--- config.mk ---
export PLATFORM = sky130hd
export DESIGN_NAME = wb_port_arb
export DESIGN_NICKNAME = d
export VERILOG_FILES = /design/src/rtl/wb_port_arb.sv
export SDC_FILE = /design/constraint.sdc
export NUM_CORES = 1
export LEC_CHECK = 0
export CORE_AREA = 2 2 145 147
export DETAILED_ROUTE_END_ITERATION = 10
export DIE_AREA = 0 0 147 149
export GPL_TIMING_DRIVEN = 0
export PLACE_DENSITY = 0.86
export SETUP_SLACK_MARGIN = 0.15
export SLEW_MARGIN = 20
export SYNTH_ARGS = -nofsm -noshare
export SYNTH_HDL_FRONTEND = slang
export SYNTH_SLANG_ARGS = --single-unit
--- constraint.sdc ---
create_clock -name clk -period 3.4 [get_ports clk]
set_clock_uncertainty 0.05 [all_clocks]
set_input_delay 0.68 -clock clk [delete_from_list [all_inputs] [get_ports clk]]
set_output_delay 0.68 -clock clk [all_outputs]
set_load 0.01 [all_outputs]
--- src/rtl/wb_port_arb.sv ---
// Write-back port arbiter: merges MEM pipe results and buffered divider results onto one RF write port.
// Optional WB_ARB_BYPASS_EN lets a divider result skip the FIFO when the port is otherwise idle.
module wb_port_arb #(
  parameter int unsigned STARVE_MAX = 3
) (
  input  logic        clk,
  input  logic        resetn,
  input  logic        pipe_valid,
  output logic        pipe_allowin,
  input  logic [69:0] pipe_bus,
  input  logic        div_valid,
  output logic        div_ready,
  input  logic [68:0] div_bus,
  output logic        rf_we,
  output logic [4:0]  rf_waddr,
  output logic [31:0] rf_wdata,
  output logic [37:0] wb_to_id_bus,
  output logic [31:0] debug_wb_pc,
  output logic [3:0]  debug_wb_rf_we,
  output logic [4:0]  debug_wb_rf_wnum,
  output logic [31:0] debug_wb_rf_wdata
);

  localparam logic [3:0] SMAX = 4'(STARVE_MAX);

  logic [68:0] mem_q [2];
  logic [68:0] mem_d [2];
  logic        wr_ptr_q, wr_ptr_d;
  logic        rd_ptr_q, rd_ptr_d;
  logic [1:0]  cnt_q, cnt_d;
  logic [3:0]  scnt_q, scnt_d;
  logic        out_valid_q, out_valid_d;
  logic        out_we_q, out_we_d;
  logic [4:0]  out_waddr_q, out_waddr_d;
  logic [31:0] out_wdata_q, out_wdata_d;
  logic [31:0] out_pc_q, out_pc_d;

  logic fifo_ne, force_drain, pipe_grant, fifo_grant, div_push, bypass, enq;

  assign fifo_ne      = (cnt_q != 2'd0);
  assign force_drain  = fifo_ne & (scnt_q == SMAX);
  assign pipe_allowin = ~force_drain;
  assign div_ready    = (cnt_q < 2'd2);
  assign pipe_grant   = pipe_valid & pipe_allowin;
  assign fifo_grant   = ~pipe_grant & fifo_ne;
  assign div_push     = div_valid & div_ready;
`ifdef WB_ARB_BYPASS_EN
  assign bypass       = div_push & ~fifo_ne & ~pipe_grant;
`else
  assign bypass       = 1'b0;
`endif
  assign enq          = div_push & ~bypass;

  always_comb begin
    mem_d       = mem_q;
    wr_ptr_d    = wr_ptr_q;
    rd_ptr_d    = rd_ptr_q;
    cnt_d       = cnt_q;
    scnt_d      = 4'd0;
    out_valid_d = pipe_grant | fifo_grant | bypass;
    out_we_d    = out_we_q;
    out_waddr_d = out_waddr_q;
    out_wdata_d = out_wdata_q;
    out_pc_d    = out_pc_q;

    if (enq) begin
      mem_d[wr_ptr_q] = div_bus;
      wr_ptr_d        = ~wr_ptr_q;
    end
    if (fifo_grant) rd_ptr_d = ~rd_ptr_q;

    case ({enq, fifo_grant})
      2'b10:   cnt_d = cnt_q + 2'd1;
      2'b01:   cnt_d = cnt_q - 2'd1;
      default: cnt_d = cnt_q;
    endcase

    // Count pipe wins only while a divider result is actually waiting.
    if (pipe_grant && fifo_ne) scnt_d = (scnt_q == SMAX) ? SMAX : scnt_q + 4'd1;

    if (pipe_grant) begin
      {out_we_d, out_waddr_d, out_wdata_d, out_pc_d} = pipe_bus;
    end else if (fifo_grant) begin
      out_we_d = 1'b1;
      {out_waddr_d, out_wdata_d, out_pc_d} = mem_q[rd_ptr_q];
    end else if (bypass) begin
      out_we_d = 1'b1;
      {out_waddr_d, out_wdata_d, out_pc_d} = div_bus;
    end
  end

  always_ff @(posedge clk or negedge resetn) begin
    if (!resetn) begin
      mem_q[0]    <= '0;
      mem_q[1]    <= '0;
      wr_ptr_q    <= 1'b0;
      rd_ptr_q    <= 1'b0;
      cnt_q       <= 2'd0;
      scnt_q      <= 4'd0;
      out_valid_q <= 1'b0;
      out_we_q    <= 1'b0;
      out_waddr_q <= '0;
      out_wdata_q <= '0;
      out_pc_q    <= '0;
    end else begin
      mem_q       <= mem_d;
      wr_ptr_q    <= wr_ptr_d;
      rd_ptr_q    <= rd_ptr_d;
      cnt_q       <= cnt_d;
      scnt_q      <= scnt_d;
      out_valid_q <= out_valid_d;
      out_we_q    <= out_we_d;
      out_waddr_q <= out_waddr_d;
      out_wdata_q <= out_wdata_d;
      out_pc_q    <= out_pc_d;
    end
  end

  assign rf_we             = out_valid_q & out_we_q;
  assign rf_waddr          = out_waddr_q;
  assign rf_wdata          = out_wdata_q;
  assign wb_to_id_bus      = {rf_we, out_waddr_q, out_wdata_q};
  assign debug_wb_pc       = out_pc_q;
  assign debug_wb_rf_we    = {4{rf_we}};
  assign debug_wb_rf_wnum  = out_waddr_q;
  assign debug_wb_rf_wdata = out_wdata_q;

endmodule

==> impl_metrics.csv <==
group,metric,value,unit
cts,cts_buffer_depth,3,
die,core-area,0.02056,mm²
die,rows,53,
synthesis,netlist_area,0.01067,mm²
power,power,14.78,mW
cts,clk_latency,0.50,ns
global_routing,grt_pass1_vias,8734,
worst_hold_path,min_from,"scnt_q[0]",
synthesis,synth_top_area_cell,"dfrtp_1",
critical_path,cp-start-kind,"flop",
synthesis,yosysTopAreaCellShare,0.5092,
placement,gp_congestion,0.8130,
global_routing,grt_pass1_wl,46800,µm
cts,cts_tree,"yes",
synthesis,syn_nets,1034,
run_status,status,"complete, no violations",
placement,dp.cells,1459,
sta,worst_slew_pin_slew,0.7578,ns
die,initial_core_util,0.5188,
detailed_routing,wirelength,29990,µm
sta,final_max_slew_viol_count,0,
sta,fin_crit,2.836,ns
synthesis,avgSynthCellArea,12.00,µm²
power,ir_worst_vdd,0.5766,mV
sta,setup_viol,0,
sta,fmax,0.3526,GHz
critical_path,worstSetupStartpoint,"cnt_q[1]",
detailed_routing,first_iter_violations,449,
synthesis,synth_flop_cell,"dfrtp_1",
die,die_area,0.02190,mm²
critical_path,cp_cell_sequence,"buf_4 -> or2_1 -> buf_4 -> buf_6 -> buf_2 -> nand2_1 -> dlymetal6s2s_1",
detailed_routing,vias_per_cell,5.733,
critical_path,endpoint_kind,"output port",
synthesis,synthArstFlopShare,1.000,
cts,cts_buffers,23,
sta,hold_slack,0.4176,ns
synthesis,syn_inst,889,
critical_path,required,2.67,ns
sta,final-hold-violation-count,0,
synthesis,synth_edf_count,0,
placement,portBuffers,293,
final_layout,final_nets,1354,
final_layout,drive_gt1_frac,0.3009,
critical_path,crit_slowest_cell,"dfrtp_1",
synthesis,netlist_top_cells_area,"dfrtp_1 51%, mux2_2 15%, o221a_2 7.3%",
synthesis,synth_common_cells,"217 x dfrtp_1, 138 x mux2_2, 82 x buf_4",
final_layout,areaGrowthSynthToFinish,38.26,%
final_layout,instances_no_fill,1498,
synthesis,synth-seq-cells,217,
critical_path,critical_path_class,"flop to output port",
global_routing,grt_max_degree,100,
critical_path,crit_arrival,2.11,ns
die,fp.dieW,147,µm
power,p_per_area,1002,mW/mm²
synthesis,ys_seq_area_frac,0.5092,
cts,htree_levels,1,
detailed_routing,wl_per_cell,20.02,µm
synthesis,synth_cell_type_count,28,
sta,period_share,0.8341,
cts,clkTransAtPathRegs,0.06,ns
global_routing,antenna_found_initial,0,
sta,grt_setup_unrepaired,"no",
global_routing,grtUsageTotal,0.2679,
die,io_pins,294,
worst_hold_path,min_path_type,"flop to flop",
detailed_routing,route.detailed.drc,0,
critical_path,crit_fanout,10,
global_routing,overflow,0,
sta,maxSlewHeadroom,0.4948,
synthesis,synth_warnings,0,
flow_run,maxCapViolCount,0,
power,p_leak,6.124,nW
cts,clock-root-buffer,"clkbuf_16",
final_layout,diodes,0,
detailed_routing,firstDrtPassIters,6,
die,die_y,149,µm
detailed_routing,drtAntennaViolNets,0,
detailed_routing,num_vias,8588,
cts,cts_sinks,217,
critical_path,slowest_delay,0.34,ns
final_layout,fill_cells,1457,
placement,hpwl,20930,µm
critical_path,worst_path_most_repeated_cell,"buf_4",
critical_path,r2r_start,"cnt_q[0]",
synthesis,synth_most_common_cell,"dfrtp_1",
[metrics by stage]
| step | TNS [ns] | worst slack, ns | instance area (µm²) | utilization |
|---|---|---|---|---|
| 2_1_floorplan | 0 | 1.383 | 10670 | - |
| 3_3_place_gp | -1585.53 | -7.325 | 13940 | 0.6782 |
| 3_5_place_dp | 0 | 0.4042 | 14000 | 0.6811 |
| 4_1_cts | 0 | 0.1666 | 14740 | 0.7172 |
| 5_1_grt | 0 | 0.4384 | 14750 | 0.7173 |
| 6_report | 0 | 0.5640 | 14750 | 0.7173 |
[area by class of cell]
class | instances | area [µm²] | share of cell area
multi-input cells | 515 | 4277 | 0.2900
well taps | 275 | 344.1 | 0.02333
plain buffers | 155 | 962.2 | 0.06525
clock inverters | 3 | 18.77 | 0.001273
repair buffers | 296 | 3005 | 0.2038
flip-flops and latches | 217 | 5430 | 0.3683
clock buffers | 36 | 704.4 | 0.04777
inverters | 1 | 3.754 | 0.0002546
[kinds of logic after synthesis]
| group | share of synthesized area |
|---|---|
| xor gates and xnor gates | 0.004927 |
| and+or+nand+nor | 0.07532 |
| adders and majority gates | 0.002346 |
| DFF | 0.5092 |
| buffers and inverters | 0.08986 |
| muxes | 0.2105 |
| AOI/OAI and AO/OA | 0.1079 |
[what timing repair did]
action                                  CTS  global route
endpoints found under the setup margin    1             1
endpoints found under the hold margin    23             0
hold buffers                              1             0
resized for setup                         4             1
setup buffers                             0             0
[per-layer routing]
layer / vias to the layer above / part of all wire / track usage
li1: 3850 / - / -
met1: 4297 / 0.41 / 0.3514
met2: 371 / 0.50 / 0.4599
met3: 70 / 0.063 / 0.04587
met4: 0 / 0.030 / 0.08221
met5: - / 0 / 0
[sequential cells by signal, indices dropped and copies added (netlist names), 2 cells and up]
name               cells
cnt_q                  2
debug_wb_pc           32
debug_wb_rf_wdata     32
debug_wb_rf_wnum       5
mem_q                138
scnt_q                 4
[final timing paths]
check,endpoint,cells past startpoint,slack [ns]
max in group asynchronous,mem_q[99],4,1.57
min in group asynchronous,mem_q[45],2,0.55
worst min-delay path,scnt_q[0],1,0.42
worst max-delay path,pipe_allowin,7,0.56
worst min register to register,scnt_q[0],1,0.42
worst max register to register,debug_wb_rf_wdata[30],6,1.15
[critical path: cells and delay by family, from the launching register on]
family / cells / cell delay (ns)
buffers and inverters: 5 / 1.07
flip-flops: 1 / 0.34
AND/OR/NAND/NOR: 2 / 0.19
[cell usage in the layout (no fill, tap or decap), types with 2 or more instances in the layout]
cell type        instances
a21oi_1                 73
buf_1                    2
buf_16                   2
buf_2                   34
buf_4                   84
buf_6                    3
clkbuf_1                37
clkbuf_16               23
clkbuf_8                 8
clkdlybuf4s50_1        291
clkinv_2                 2
dfrtp_1                217
ha_1                     2
mux2_2                 138
mux2i_1                 69
nand2_1                  2
nand2b_1                 2
nand3_1                 70
nor2_1                   3
nor3_1                  71
nor3b_1                  2
o221a_2                 69
xnor2_1                  4
xor2_1                   2
[report_power, final]
| group | total, mW | leakage, nW | internal, mW | switching [mW] |
|---|---|---|---|---|
| registers | 4.70 | 2.55 | 3.88 | 0.822 |
| logic | 7.67 | 3.22 | 4.30 | 3.37 |
| clock network | 2.41 | 0.359 | 1.41 | 0.997 |
| total | 14.8 | 6.12 | 9.59 | 5.19 |
No activity file was read; power rests on OpenSTA's default activity.
